### src/rtl/alu_req_arbiter.sv
// Round-robin arbiter sharing one ready/valid ALU between NREQ lanes. An in-order
// tag FIFO steers each ALU result back to the lane that issued the operation.
module alu_req_arbiter #(
  parameter int WIDTH   = 32,
  parameter int NREQ    = 4,
  parameter int MAX_OUT = 2
) (
  input  logic                  clk,
  input  logic                  reset,
  input  logic [NREQ-1:0]       req_valid,
  output logic [NREQ-1:0]       req_ready,
  input  logic [NREQ*WIDTH-1:0] req_a,
  input  logic [NREQ*WIDTH-1:0] req_b,
  input  logic [NREQ-1:0]       req_op,
  output logic [WIDTH-1:0]      alu_a_out,
  output logic [WIDTH-1:0]      alu_b_out,
  output logic                  alu_op_out,
  output logic                  alu_valid_out,
  input  logic                  alu_ready_in,
  input  logic [WIDTH-1:0]      alu_result_in,
  input  logic                  alu_result_valid_in,
  output logic                  alu_result_ready_out,
  output logic [WIDTH-1:0]      rsp_data,
  output logic [NREQ-1:0]       rsp_valid,
  input  logic [NREQ-1:0]       rsp_ready,
  output logic                  err
);

  localparam int IDW = (NREQ > 1) ? $clog2(NREQ) : 1;
  localparam int PW  = (MAX_OUT > 1) ? $clog2(MAX_OUT) : 1;
  localparam int CW  = $clog2(MAX_OUT + 1);

  logic [IDW-1:0] rrPtr_q, rrPtr_d;
  logic           lock_q, lock_d;
  logic [IDW-1:0] lockId_q, lockId_d;
  logic           err_q, err_d;
  logic [PW-1:0]  wrPtr_q, wrPtr_d, rdPtr_q, rdPtr_d;
  logic [CW-1:0]  count_q, count_d;
  logic [IDW-1:0] tagMem_q [MAX_OUT];

  logic [IDW-1:0] grantId;
  logic [IDW-1:0] scanIdx;
  logic           found;
  logic           hasGrant;
  logic           fifoFull;
  logic           fifoEmpty;
  logic [IDW-1:0] headId;
  logic           push;
  logic           pop;

  function automatic logic [PW-1:0] ptrInc(input logic [PW-1:0] p);
    return (p == PW'(MAX_OUT - 1)) ? '0 : p + PW'(1);
  endfunction

  // Locked grant wins; otherwise scan upward from rrPtr_q with wraparound.
  always_comb begin
    grantId = lockId_q;
    scanIdx = '0;
    found   = 1'b0;
    if (!lock_q) begin
      for (int k = 0; k < NREQ; k++) begin
        scanIdx = IDW'((int'(rrPtr_q) + k) % NREQ);
        if (!found && req_valid[scanIdx]) begin
          grantId = scanIdx;
          found   = 1'b1;
        end
      end
    end
  end

  assign hasGrant  = reset & (lock_q | (|req_valid));
  assign fifoFull  = (count_q == CW'(MAX_OUT));
  assign fifoEmpty = (count_q == '0);
  assign headId    = tagMem_q[rdPtr_q];

  always_comb begin
    req_ready            = '0;
    alu_a_out            = '0;
    alu_b_out            = '0;
    alu_op_out           = 1'b0;
    alu_valid_out        = hasGrant & !fifoFull;
    rsp_valid            = '0;
    rsp_data             = reset ? alu_result_in : '0;
    alu_result_ready_out = reset & !fifoEmpty & rsp_ready[headId];
    if (hasGrant) begin
      alu_a_out  = req_a[grantId*WIDTH +: WIDTH];
      alu_b_out  = req_b[grantId*WIDTH +: WIDTH];
      alu_op_out = req_op[grantId];
      req_ready[grantId] = alu_ready_in & !fifoFull;
    end
    if (reset && alu_result_valid_in && !fifoEmpty) begin
      rsp_valid = NREQ'(1) << headId;
    end
  end

  assign push = alu_valid_out & alu_ready_in;
  assign pop  = alu_result_valid_in & alu_result_ready_out;
  assign err  = err_q;

  // A dropped request while locked overrides the relock so the lane is released.
  always_comb begin
    rrPtr_d  = rrPtr_q;
    lock_d   = lock_q;
    lockId_d = lockId_q;
    err_d    = err_q;
    wrPtr_d  = wrPtr_q;
    rdPtr_d  = rdPtr_q;
    count_d  = count_q;
    if (push) begin
      rrPtr_d = (grantId == IDW'(NREQ - 1)) ? '0 : grantId + IDW'(1);
      lock_d  = 1'b0;
      wrPtr_d = ptrInc(wrPtr_q);
    end else if (alu_valid_out) begin
      lock_d   = 1'b1;
      lockId_d = grantId;
    end
    if (lock_q && !req_valid[lockId_q]) begin
      err_d  = 1'b1;
      lock_d = 1'b0;
    end
    if (alu_result_valid_in && fifoEmpty) begin
      err_d = 1'b1;
    end
    if (pop) begin
      rdPtr_d = ptrInc(rdPtr_q);
    end
    if (push && !pop) begin
      count_d = count_q + CW'(1);
    end else if (!push && pop) begin
      count_d = count_q - CW'(1);
    end
  end

  always_ff @(posedge clk or negedge reset) begin
    if (!reset) begin
      rrPtr_q  <= '0;
      lock_q   <= 1'b0;
      lockId_q <= '0;
      err_q    <= 1'b0;
      wrPtr_q  <= '0;
      rdPtr_q  <= '0;
      count_q  <= '0;
      for (int i = 0; i < MAX_OUT; i++) begin
        tagMem_q[i] <= '0;
      end
    end else begin
      rrPtr_q  <= rrPtr_d;
      lock_q   <= lock_d;
      lockId_q <= lockId_d;
      err_q    <= err_d;
      wrPtr_q  <= wrPtr_d;
      rdPtr_q  <= rdPtr_d;
      count_q  <= count_d;
      if (push) begin
        tagMem_q[wrPtr_q] <= grantId;
      end
    end
  end

endmodule

### config.mk
export PLATFORM = sky130hd
export DESIGN_NAME = alu_req_arbiter
export DESIGN_NICKNAME = d
export VERILOG_FILES = /design/src/rtl/alu_req_arbiter.sv
export SDC_FILE = /design/constraint.sdc
export NUM_CORES = 1
export LEC_CHECK = 0
export BUFFER_PORTS_ARGS = -buffer_cell sky130_fd_sc_hd__buf_2
export CAP_MARGIN = 5
export CORE_AREA = 2 2 161 163
export CTS_CLUSTER_SIZE = 25
export DETAILED_ROUTE_END_ITERATION = 8
export DIE_AREA = 0 0 163 165
export PLACE_DENSITY_LB_ADDON = 0.15
export RECOVER_POWER = 50
export SLEW_MARGIN = 40
export SYNTH_ARGS = -nofsm -noshare
export SYNTH_HDL_FRONTEND = slang
export SYNTH_SLANG_ARGS = --single-unit
### constraint.sdc
create_clock -name clk -period 4.1 [get_ports clk]
set_input_delay 0.41 -clock clk [delete_from_list [all_inputs] [get_ports clk]]
set_output_delay 0.41 -clock clk [all_outputs]
set_load 0.005 [all_outputs]
Yosys cells after proc, flatten, opt, wreduce, memory -nomap -nowiden. Cells that the tools add are included.

Logic and storage cells: 119. Register bits: 14. Output and inout port bits: 108. Input bits: 304.

Eq/ne operators: 2. Shift operators: 3. Multiplexer cells: 49. Reductions and logical operators: 25. $add $sub $neg: 8. Order comparisons: 11. Bitwise operators: 12.

Operators by type and width (count): variable part select 128 x 8 -> 32 bit (2); 2-to-1 mux 32 bit (3); 2-to-1 mux 2 bit (12); 2-to-1 mux 1 bit (22); less-than comparator 2 x 3 -> 1 bit (second input constant) (7); binary-select mux 1 bit (select 2 bit) (7); logical AND 1 bit (11); logical NOT 1 bit (8); 2-to-1 mux 4 bit (2); AND 1 bit (7); adder 2 x 1 -> 2 bit (second input constant) (3); adder 2 bit (second input constant) (2); AND 4 bit (1); bitwise mux 4 bit (1); equality test 2 bit (second input constant) (2); greater-or-equal comparator 2 bit (second input constant) (2); inverter 1 -> 2 bit (2); nonzero test 2 bit (2); OR reduction 4 bit (1); left shift 1 x 2 -> 4 bit (first input constant) (1); nonzero test 3 bit (1); adder 1 bit (second input constant) (2); demux 1 bit (select 2 bit) (1); demux 2 bit (select 1 bit) (1); other kinds (7) (7).

Logic depth before layout (Yosys ltp). Gate-level depths: netlist (run 1).

Depth in word-level cells: 22. Depth in mapped cells: 13. Depth with buffers taken out: 9.

Least setup slack after synthesis (run 1). No wires, ideal clock.

Path kind: register to output. Start point: register rrPtr_q[1]. End point: output port req_ready[3]. Path slack: 1.538 ns. Required time: 3.690 ns. Stages on the path, launching flop included: 12. Arrival: 2.152 ns. Buffers on the path: 4. Cells stage by stage: dfrtp_1 -> buf_4 -> or3b_1 -> o21a_1 -> o211ai_1 -> nand2_1 -> a221oi_2 -> buf_4 -> buf_8 -> buf_6 -> ha_1 -> and3_1.

Cells in the longest elaborated chain, start to end: 22. Elaborated cells on any way between the ends: 35. Classes of those cells: add/sub: 3; order compare: 2; mux: 22; bitwise: 1; reduce/logical: 7.

Ends and longest elaborated chain: start: declaration (line 33) `logic [IDW-1:0] rrPtr_q, rrPtr_d;`; start signal: assignment (line 147) `rrPtr_q <= rrPtr_d;`; binary-select mux 1 bit (select 2 bit) (line 63) `if (!found && req_valid[scanIdx]) begin`; 2-to-1 mux 1 bit (implied by the code) (line 63); 2-to-1 mux 1 bit (line 63); 2-to-1 mux 1 bit (line 60) `if (!lock_q) begin`; logical NOT 1 bit (line 63); logical AND 1 bit (line 63); 2-to-1 mux 1 bit (line 63); 2-to-1 mux 1 bit (line 60); [... 6 more ...]; 2-to-1 mux 2 bit * (line 63); 2-to-1 mux 2 bit * (line 60); less-than comparator 2 x 3 -> 1 bit (implied by the code) or greater-or-equal comparator 2 x 1 -> 1 bit (tied branches) (line 89) `req_ready[grantId] = alu_ready_in & !fifoFull;`; logical AND 1 bit (implied by the code) (line 89); 2-to-1 mux 1 bit (implied by the code) (line 89); demux 1 bit (select 2 bit) * (line 89); AND 4 bit (no line) *; 2-to-1 mux 4 bit * (line 85) `if (hasGrant) begin`; end: declaration (line 11) `output logic [NREQ-1:0] req_ready,`.

Mark *: on every way between the ends. The rest lies on a longest branch, timed or not. The select of a mux whose other input is x is not followed.

Worst setup path in the final report (run 1).
Start point: register rrPtr_q[0]. End point: output port alu_op_out.

Cells in the longest elaborated chain, start to end: 19. Elaborated cells on any way between the ends: 31. Classes of those cells: add/sub: 3; mux: 22; reduce/logical: 6.

Ends and longest elaborated chain: binary-select mux 1 bit (select 2 bit) (line 63); 2-to-1 mux 1 bit (implied by the code) (line 63); 2-to-1 mux 1 bit (line 63); 2-to-1 mux 1 bit (line 60); logical NOT 1 bit (line 63); logical AND 1 bit (line 63); 2-to-1 mux 1 bit (line 63); 2-to-1 mux 1 bit (line 60); [... 3 more ...]; 2-to-1 mux 1 bit (line 60); logical NOT 1 bit (line 63); logical AND 1 bit (line 63); 2-to-1 mux 2 bit * (line 63); 2-to-1 mux 2 bit * (line 60); binary-select mux 1 bit (select 2 bit) * (line 88) `alu_op_out = req_op[grantId];`; 2-to-1 mux 1 bit (implied by the code) * (line 88); 2-to-1 mux 1 bit * (line 85); end: declaration (line 17) `output logic alu_op_out,`.

Marks and branches as above.

==> results of run 1 <==
synth_stat cells (all sizes together) (5+ instances only):
master,number,area share [%]
a21oi,5,0.77
and2,32,6.1
and3b,5,1.3
buf,25,5.9
clkbuf,15,2.0
dfrtp,14,11
inv,6,0.69
mux2,6,2.1
mux2i,133,41
nand2,14,1.6
nand2b,7,1.3
nor2,13,1.5
o21ai,7,1.1
o22ai,66,13
logic make-up after synthesis:
| family | synth area share (%) |
|---|---|
| fa+ha+maj | 0.7679 |
| simple gates | 15.86 |
| flops | 10.75 |
| xor+xnor | 1.613 |
| mux | 43.63 |
| compound gates | 18.82 |
| buf+inv | 8.564 |
final cells by class:
| type | instances | area [sq um] |
|---|---|---|
| Tap cell | 330 | 412.9 |
| Inverter | 6 | 22.52 |
| Fill cell | 2822 | 19340 |
| Multi-Input combinational cell | 333 | 2643 |
| Timing Repair Buffer | 423 | 2195 |
| Antenna cell | 1 | 2.502 |
| Sequential cell | 14 | 350.3 |
| Clock buffer | 3 | 75.07 |
critical path: stages (launching register included):
cell,delay (ns)
sky130_fd_sc_hd__dfrtp_1,0.59
sky130_fd_sc_hd__and3b_1,0.30
sky130_fd_sc_hd__a21oi_1,0.15
sky130_fd_sc_hd__o21ai_0,0.17
sky130_fd_sc_hd__a22o_1,0.22
sky130_fd_sc_hd__a31oi_2,0.36
sky130_fd_sc_hd__nand2b_2,0.41
sky130_fd_sc_hd__buf_12,0.30
sky130_fd_sc_hd__buf_4,0.20
sky130_fd_sc_hd__o22ai_1,0.16
sky130_fd_sc_hd__buf_2,0.15
registers in the layout (all words and copies together), names as in the netlist:
register / count
rrPtr_q: 2
tagMem_q: 4
count_q: 2
rdPtr_q: 1
lock_q: 1
err: 1
wrPtr_q: 1
lockId_q: 2
per-stage QoR:
stage | worst slack (ns) | std cells
after floorplan | 1.538 | 393
after global placement | 0.7257 | 1106
after detailed placement | 0.6550 | 1106
after CTS | 0.3809 | 1109
after global routing | 0.08427 | 1109
final | 0.4074 | 1110
worst paths after layout:
| path | cells past startpoint | to | startpoint |
|---|---|---|---|
| max reg2reg | 9 | rrPtr_q[1] | rrPtr_q[0] |
| min in group asynchronous | 2 | lock_q | reset |
| min | 2 | err | alu_result_valid_in |
| max in group asynchronous | 2 | wrPtr_q | reset |
| max | 10 | alu_op_out | rrPtr_q[0] |
| min reg2reg | 1 | err | err |
metal layers:
layer  track usage [%]  share of wire (%)  up-vias
li1                  -                  -     2263
met1             14.16                 39     2049
met2             21.65                 53      182
met3             2.160                6.5       12
met4             2.253                1.2        0
met5                 0                  0        -
where the power goes:
part	internal (mW)	switching [mW]	total, mW
sequential	0.204	0.104	0.308
clock	0.128	0.0551	0.183
combinational	1.60	1.66	3.26
total	1.93	1.82	3.75
==> run_summary.xml, run 1 <==
<?xml version="1.0" encoding="UTF-8"?>
<metrics>
  <group name="grt">
    <metric name="first_global_vias" unit="">4354</metric>
    <metric name="grt.total_usage" unit="%">11.72</metric>
    <metric name="grt_pass1_wl" unit="mm">24.53</metric>
    <metric name="pin_count_of_the_biggest_net_entering_global_routing" unit="">56</metric>
    <metric name="global_route.overflow_total" unit="">0</metric>
    <metric name="number_of_antenna_violations_at_the_first_check_in_global_routing" unit="">0</metric>
  </group>
  <group name="clocking">
    <metric name="post_cts_hold_buffer_count" unit="">0</metric>
    <metric name="worst_setup_hold_path_clk_slew" unit="ns">0.05</metric>
    <metric name="post-cts-setup-buffers" unit="">0</metric>
    <metric name="clock-sinks" unit="">14</metric>
    <metric name="clockBufferDepth" unit="">2</metric>
    <metric name="root_buffer" unit="">sky130_fd_sc_hd__clkbuf_16</metric>
    <metric name="post_cts_resized" unit="">0</metric>
    <metric name="cts-htree-levels" unit="">1</metric>
    <metric name="clk_latency" unit="ns">0.24</metric>
    <metric name="cts_tree" unit="">yes</metric>
    <metric name="cts_buffers" unit="">3</metric>
  </group>
  <group name="placed_design">
    <metric name="final_estimated_routing_congestion_in_global_placement" unit="">0.7861</metric>
    <metric name="number_of_input_and_output_port_buffers_inserted" unit="">411</metric>
    <metric name="dp_area" unit="sq mm">0.005650</metric>
    <metric name="hpwlAfterDp" unit="mm">14.84</metric>
  </group>
  <group name="die">
    <metric name="boundaryPins" unit="">412</metric>
    <metric name="die-width" unit="microns">163</metric>
    <metric name="fp.dieArea" unit="sq mm">0.02690</metric>
    <metric name="die-height" unit="microns">165</metric>
    <metric name="initial_utilization" unit="%">13.01</metric>
    <metric name="num_rows" unit="">58</metric>
    <metric name="core_area" unit="sq mm">0.02504</metric>
  </group>
  <group name="synthesis">
    <metric name="synthesis.area" unit="sq mm">0.003258</metric>
    <metric name="total_of_flip_flops_plus_latches_after_synthesis" unit="">14</metric>
    <metric name="synth.distinct_cells" unit="">49</metric>
    <metric name="ys.warnings.count" unit="">0</metric>
    <metric name="synthesis.instances" unit="">393</metric>
    <metric name="ys.flop_type" unit="">sky130_fd_sc_hd__dfrtp_1</metric>
    <metric name="synthesis.area_per_instance" unit="sq um">8.290</metric>
    <metric name="synthArstFlopShare" unit="%">100.0</metric>
    <metric name="synth-edff-count" unit="">0</metric>
    <metric name="syn_nets" unit="">699</metric>
    <metric name="yosysSeqAreaShare" unit="%">10.75</metric>
  </group>
  <group name="run_status">
    <metric name="failed_checks" unit="">capacitance limit, slew limit</metric>
    <metric name="run_status" unit="">finished, violations left</metric>
  </group>
  <group name="route">
    <metric name="detail_route.vias_per_cell" unit="">4.059</metric>
    <metric name="antenna_left" unit="">0</metric>
    <metric name="drc_errors" unit="">0</metric>
    <metric name="route.detailed.wl_per_inst" unit="microns">15.88</metric>
    <metric name="drt_pre_antenna_iters" unit="">5</metric>
    <metric name="dr_total_vias" unit="">4506</metric>
    <metric name="final_wirelength" unit="mm">17.63</metric>
    <metric name="drt_iter0_drc" unit="">174</metric>
  </group>
  <group name="worst_setup_path">
    <metric name="worst_ep_required_time" unit="ns">3.69</metric>
    <metric name="ff2ff_setup_slack" unit="ns">1.33</metric>
    <metric name="timing.critical_path.fanout_max" unit="">26</metric>
    <metric name="timing.setup.critical_path_class" unit="">flip-flop to output port</metric>
    <metric name="worst_setup_path_start_kind" unit="">flip-flop</metric>
    <metric name="worst-endpoint-arrival" unit="ns">3.28</metric>
    <metric name="critPathCaptureType" unit="">output port</metric>
  </group>
  <group name="pwr">
    <metric name="power_density" unit="mW/mm^2">658.4</metric>
    <metric name="final_power" unit="mW">3.753</metric>
    <metric name="cellLeakagePower" unit="nW">3.122</metric>
    <metric name="peakVddDrop" unit="mV">0.2636</metric>
  </group>
  <group name="sta">
    <metric name="rsz0062_at_grt" unit="">false</metric>
    <metric name="final_hold_violating_endpoints" unit="">0</metric>
    <metric name="timing_worst_slew_pin_value" unit="ns">1.766</metric>
    <metric name="worst_clock_skew" unit="ns">0.001096</metric>
    <metric name="max-slew-margin-rel" unit="%">-17.75</metric>
    <metric name="layout_worst_path_cycle_share" unit="%">90.06</metric>
    <metric name="fin_tns_setup" unit="ns">0</metric>
    <metric name="setup_violators_final" unit="">0</metric>
    <metric name="hold-worst-slack" unit="ns">0.3949</metric>
    <metric name="final_max_slew_viol_count" unit="">49</metric>
    <metric name="max_freq" unit="GHz">0.2708</metric>
    <metric name="timing.final.crit_period" unit="ns">3.693</metric>
  </group>
  <group name="cells_and_area">
    <metric name="final_cell_mix" unit="">395 x sky130_fd_sc_hd__buf_2, 133 x sky130_fd_sc_hd__mux2i_1, 66 x sky130_fd_sc_hd__o22ai_1</metric>
    <metric name="layout_cell_share_with_drive_strength_beyond_1" unit="%">54.04</metric>
    <metric name="post-route-cell-area" unit="sq mm">0.005700</metric>
    <metric name="nets" unit="">1087</metric>
    <metric name="syn_to_final_growth" unit="%">74.96</metric>
    <metric name="utilization" unit="%">22.77</metric>
    <metric name="most_common_cell_after_layout_fill_and_taps_aside" unit="">sky130_fd_sc_hd__buf_2</metric>
  </group>
  <group name="run">
    <metric name="timing.max_cap.violations" unit="">1</metric>
  </group>
  <group name="hold_path">
    <metric name="min_path_type" unit="">primary input to flip-flop</metric>
  </group>
</metrics>
No activity file was read; power rests on OpenSTA's default activity.
==> run 2: changes to the inputs <==
--- a/config.mk
+++ b/config.mk
@@ -11,7 +11,7 @@
 export CTS_CLUSTER_SIZE = 25
 export DETAILED_ROUTE_END_ITERATION = 8
 export DIE_AREA = 0 0 163 165
-export PLACE_DENSITY_LB_ADDON = 0.15
+export PLACE_DENSITY = 0.48
 export RECOVER_POWER = 50
 export SLEW_MARGIN = 40
 export SYNTH_ARGS = -nofsm -noshare
==> run 2 against run 1 <==
Effect of this change: the run still ends with capacitance limit, slew limit left; total power shrank 5.4%; worst hold slack improved by 0.0039 ns; utilization is 0.34 points lower; sequential power barely moved.
==> run_summary.xml, run 2 (synthesis results as in run 1) <==
<?xml version="1.0" encoding="UTF-8"?>
<metrics>
  <group name="cells_and_area">
    <metric name="post-route-cell-area" unit="sq mm">0.005614</metric>
    <metric name="final_cell_mix" unit="">393 x sky130_fd_sc_hd__buf_2, 133 x sky130_fd_sc_hd__mux2i_1, 66 x sky130_fd_sc_hd__o22ai_1</metric>
    <metric name="largest_register" unit="">tagMem_q</metric>
    <metric name="nets" unit="">1082</metric>
    <metric name="layout.filler_cells" unit="">2825</metric>
    <metric name="largest_register_ff_count" unit="">4</metric>
    <metric name="most_common_cell_after_layout_fill_and_taps_aside" unit="">sky130_fd_sc_hd__buf_2</metric>
    <metric name="layout_cell_share_with_drive_strength_beyond_1" unit="%">53.62</metric>
    <metric name="finish.cell_count_without_fillers" unit="">1105</metric>
    <metric name="syn_to_final_growth" unit="%">72.31</metric>
  </group>
  <group name="route">
    <metric name="drc_errors" unit="">0</metric>
    <metric name="antenna_left" unit="">0</metric>
    <metric name="route.detailed.wl_per_inst" unit="microns">14.32</metric>
    <metric name="drt_pre_antenna_iters" unit="">4</metric>
    <metric name="final_wirelength" unit="mm">15.82</metric>
    <metric name="detail_route.vias_per_cell" unit="">4.090</metric>
    <metric name="dr_total_vias" unit="">4520</metric>
    <metric name="drt_iter0_drc" unit="">191</metric>
  </group>
  <group name="clocking">
    <metric name="post_cts_resized" unit="">0</metric>
    <metric name="clk_latency" unit="ns">0.24</metric>
    <metric name="clock-sinks" unit="">14</metric>
    <metric name="worst_setup_hold_path_clk_slew" unit="ns">0.04</metric>
    <metric name="cts_buffers" unit="">3</metric>
    <metric name="cts_tree" unit="">yes</metric>
    <metric name="post-cts-setup-buffers" unit="">0</metric>
    <metric name="clockBufferDepth" unit="">2</metric>
    <metric name="root_buffer" unit="">sky130_fd_sc_hd__clkbuf_16</metric>
    <metric name="post_cts_hold_buffer_count" unit="">0</metric>
    <metric name="cts-htree-levels" unit="">1</metric>
  </group>
  <group name="sta">
    <metric name="setup_violators_final" unit="">0</metric>
    <metric name="max_freq" unit="GHz">0.2728</metric>
    <metric name="fin_tns_setup" unit="ns">0</metric>
    <metric name="final_hold_violating_endpoints" unit="">0</metric>
    <metric name="worst_clock_skew" unit="ns">0.001855</metric>
    <metric name="rsz0062_at_grt" unit="">false</metric>
    <metric name="max-slew-margin-rel" unit="%">-13.67</metric>
    <metric name="final_max_slew_viol_count" unit="">49</metric>
    <metric name="timing_worst_slew_pin_value" unit="ns">1.705</metric>
    <metric name="layout_setup_ws" unit="ns">0.4342</metric>
    <metric name="layout_worst_path_cycle_share" unit="%">89.41</metric>
    <metric name="timing.final.crit_period" unit="ns">3.666</metric>
  </group>
  <group name="grt">
    <metric name="grt.total_usage" unit="%">10.20</metric>
    <metric name="global_route.overflow_total" unit="">0</metric>
    <metric name="grt_pass1_wl" unit="mm">22.11</metric>
    <metric name="first_global_vias" unit="">4316</metric>
    <metric name="pin_count_of_the_biggest_net_entering_global_routing" unit="">77</metric>
    <metric name="number_of_antenna_violations_at_the_first_check_in_global_routing" unit="">1</metric>
  </group>
  <group name="run_status">
    <metric name="failed_checks" unit="">capacitance limit, slew limit</metric>
    <metric name="run_status" unit="">finished, violations left</metric>
  </group>
  <group name="die">
    <metric name="die-width" unit="microns">163</metric>
    <metric name="core_area" unit="sq mm">0.02504</metric>
    <metric name="num_rows" unit="">58</metric>
    <metric name="initial_utilization" unit="%">13.01</metric>
    <metric name="boundaryPins" unit="">412</metric>
    <metric name="die-height" unit="microns">165</metric>
    <metric name="fp.dieArea" unit="sq mm">0.02690</metric>
  </group>
  <group name="hold_path">
    <metric name="min_path_type" unit="">primary input to flip-flop</metric>
    <metric name="worst_hold_startpoint" unit="">alu_result_valid_in</metric>
    <metric name="whs_endpoint" unit="">err</metric>
    <metric name="min_path_cells" unit="">2</metric>
  </group>
  <group name="worst_setup_path">
    <metric name="r2r.worst_path.cells" unit="">9</metric>
    <metric name="ff2ff_setup_slack" unit="ns">1.25</metric>
    <metric name="worst-endpoint-arrival" unit="ns">3.26</metric>
    <metric name="worst_r2r_start" unit="">rrPtr_q[0]</metric>
    <metric name="cp_slowest_stage_delay" unit="ns">0.70</metric>
    <metric name="timing.setup.critical_path_class" unit="">flip-flop to output port</metric>
    <metric name="worst_ep_required_time" unit="ns">3.69</metric>
    <metric name="critPathCaptureType" unit="">output port</metric>
    <metric name="critical-path-slowest-cell" unit="">sky130_fd_sc_hd__dfrtp_1</metric>
    <metric name="r2r-end" unit="">rrPtr_q[1]</metric>
    <metric name="critical_path.n_buffers_inverters" unit="">2</metric>
    <metric name="worstPathCellList" unit="">and3b_1 -&gt; a21oi_1 -&gt; o21ai_0 -&gt; a311oi_1 -&gt; a221oi_4 -&gt; buf_12 -&gt; mux2i_1 -&gt; o22ai_1 -&gt; buf_2</metric>
    <metric name="worst_setup_path_start_kind" unit="">flip-flop</metric>
    <metric name="critical_path.top_delay_family" unit="">compound AO/OA/AOI/OAI gates</metric>
    <metric name="timing.critical_path.fanout_max" unit="">60</metric>
  </group>
  <group name="placed_design">
    <metric name="dp_area" unit="sq mm">0.005563</metric>
    <metric name="hpwlAfterDp" unit="mm">13.00</metric>
    <metric name="number_of_input_and_output_port_buffers_inserted" unit="">411</metric>
    <metric name="final_estimated_routing_congestion_in_global_placement" unit="">0.8197</metric>
    <metric name="dp.cells" unit="">1101</metric>
    <metric name="place_worst_setup_slack" unit="ns">0.8224</metric>
  </group>
  <group name="pwr">
    <metric name="final_power" unit="mW">3.550</metric>
    <metric name="power_density" unit="mW/mm^2">632.4</metric>
    <metric name="cellLeakagePower" unit="nW">3.079</metric>
    <metric name="peakVddDrop" unit="mV">0.8243</metric>
  </group>
  <group name="run">
    <metric name="timing.max_cap.violations" unit="">1</metric>
  </group>
</metrics>
run 2: metal layers:
metal	GRT usage (%)	vias to the layer above	wire, microns
li1	-	2257	-
met1	12.79	2032	6309
met2	19.14	225	8423
met3	1.105	6	979
met4	1.327	0	110
met5	0	-	0
run 2: stage by stage:
stage	utilization, %	hold WS [ns]
floorplan	-	0.1144
global placement	22.22	0.4466
detailed placement	22.22	0.4570
CTS	22.52	0.2528
global route	22.42	0.4134
finish	22.42	0.3988
run 2: final cells by class:
class	count	area, sq um	area share [%]
diodes	1	2.502	0.04457
multi-input cells	333	2643	47.07
well taps	330	412.9	7.355
clock buffers	3	75.07	1.337
inverters	6	22.52	0.4012
flip-flops and latches	14	350.3	6.240
repair buffers	418	2108	37.55
run 2: worst max path at each step:
stage	startpoint	endpoint	slack (ns)	cells after the start
detailed placement	rrPtr_q[0]	alu_a_out[0]	0.82	9
finish	rrPtr_q[0]	alu_b_out[22]	0.43	9
global placement	req_valid[1]	alu_a_out[0]	0.84	10
global route	rrPtr_q[0]	alu_a_out[0]	0.15	9
floorplan	rrPtr_q[1]	req_ready[3]	1.54	11
CTS	rrPtr_q[0]	alu_a_out[0]	0.56	9
run 2: worst register-to-register path, delay by kind of cell, from the launching register on:
family	cells	cell delay, ns
buf+inv	1	0.37
compound gates	5	0.97
fa+ha+maj	1	0.35
flops	1	0.70
simple gates	2	0.34
run 2: power breakdown:
| part | internal, mW | switching, mW | total, mW |
|---|---|---|---|
| logic | 1.50 | 1.57 | 3.07 |
| registers | 0.205 | 0.102 | 0.306 |
| clock network | 0.127 | 0.0502 | 0.177 |
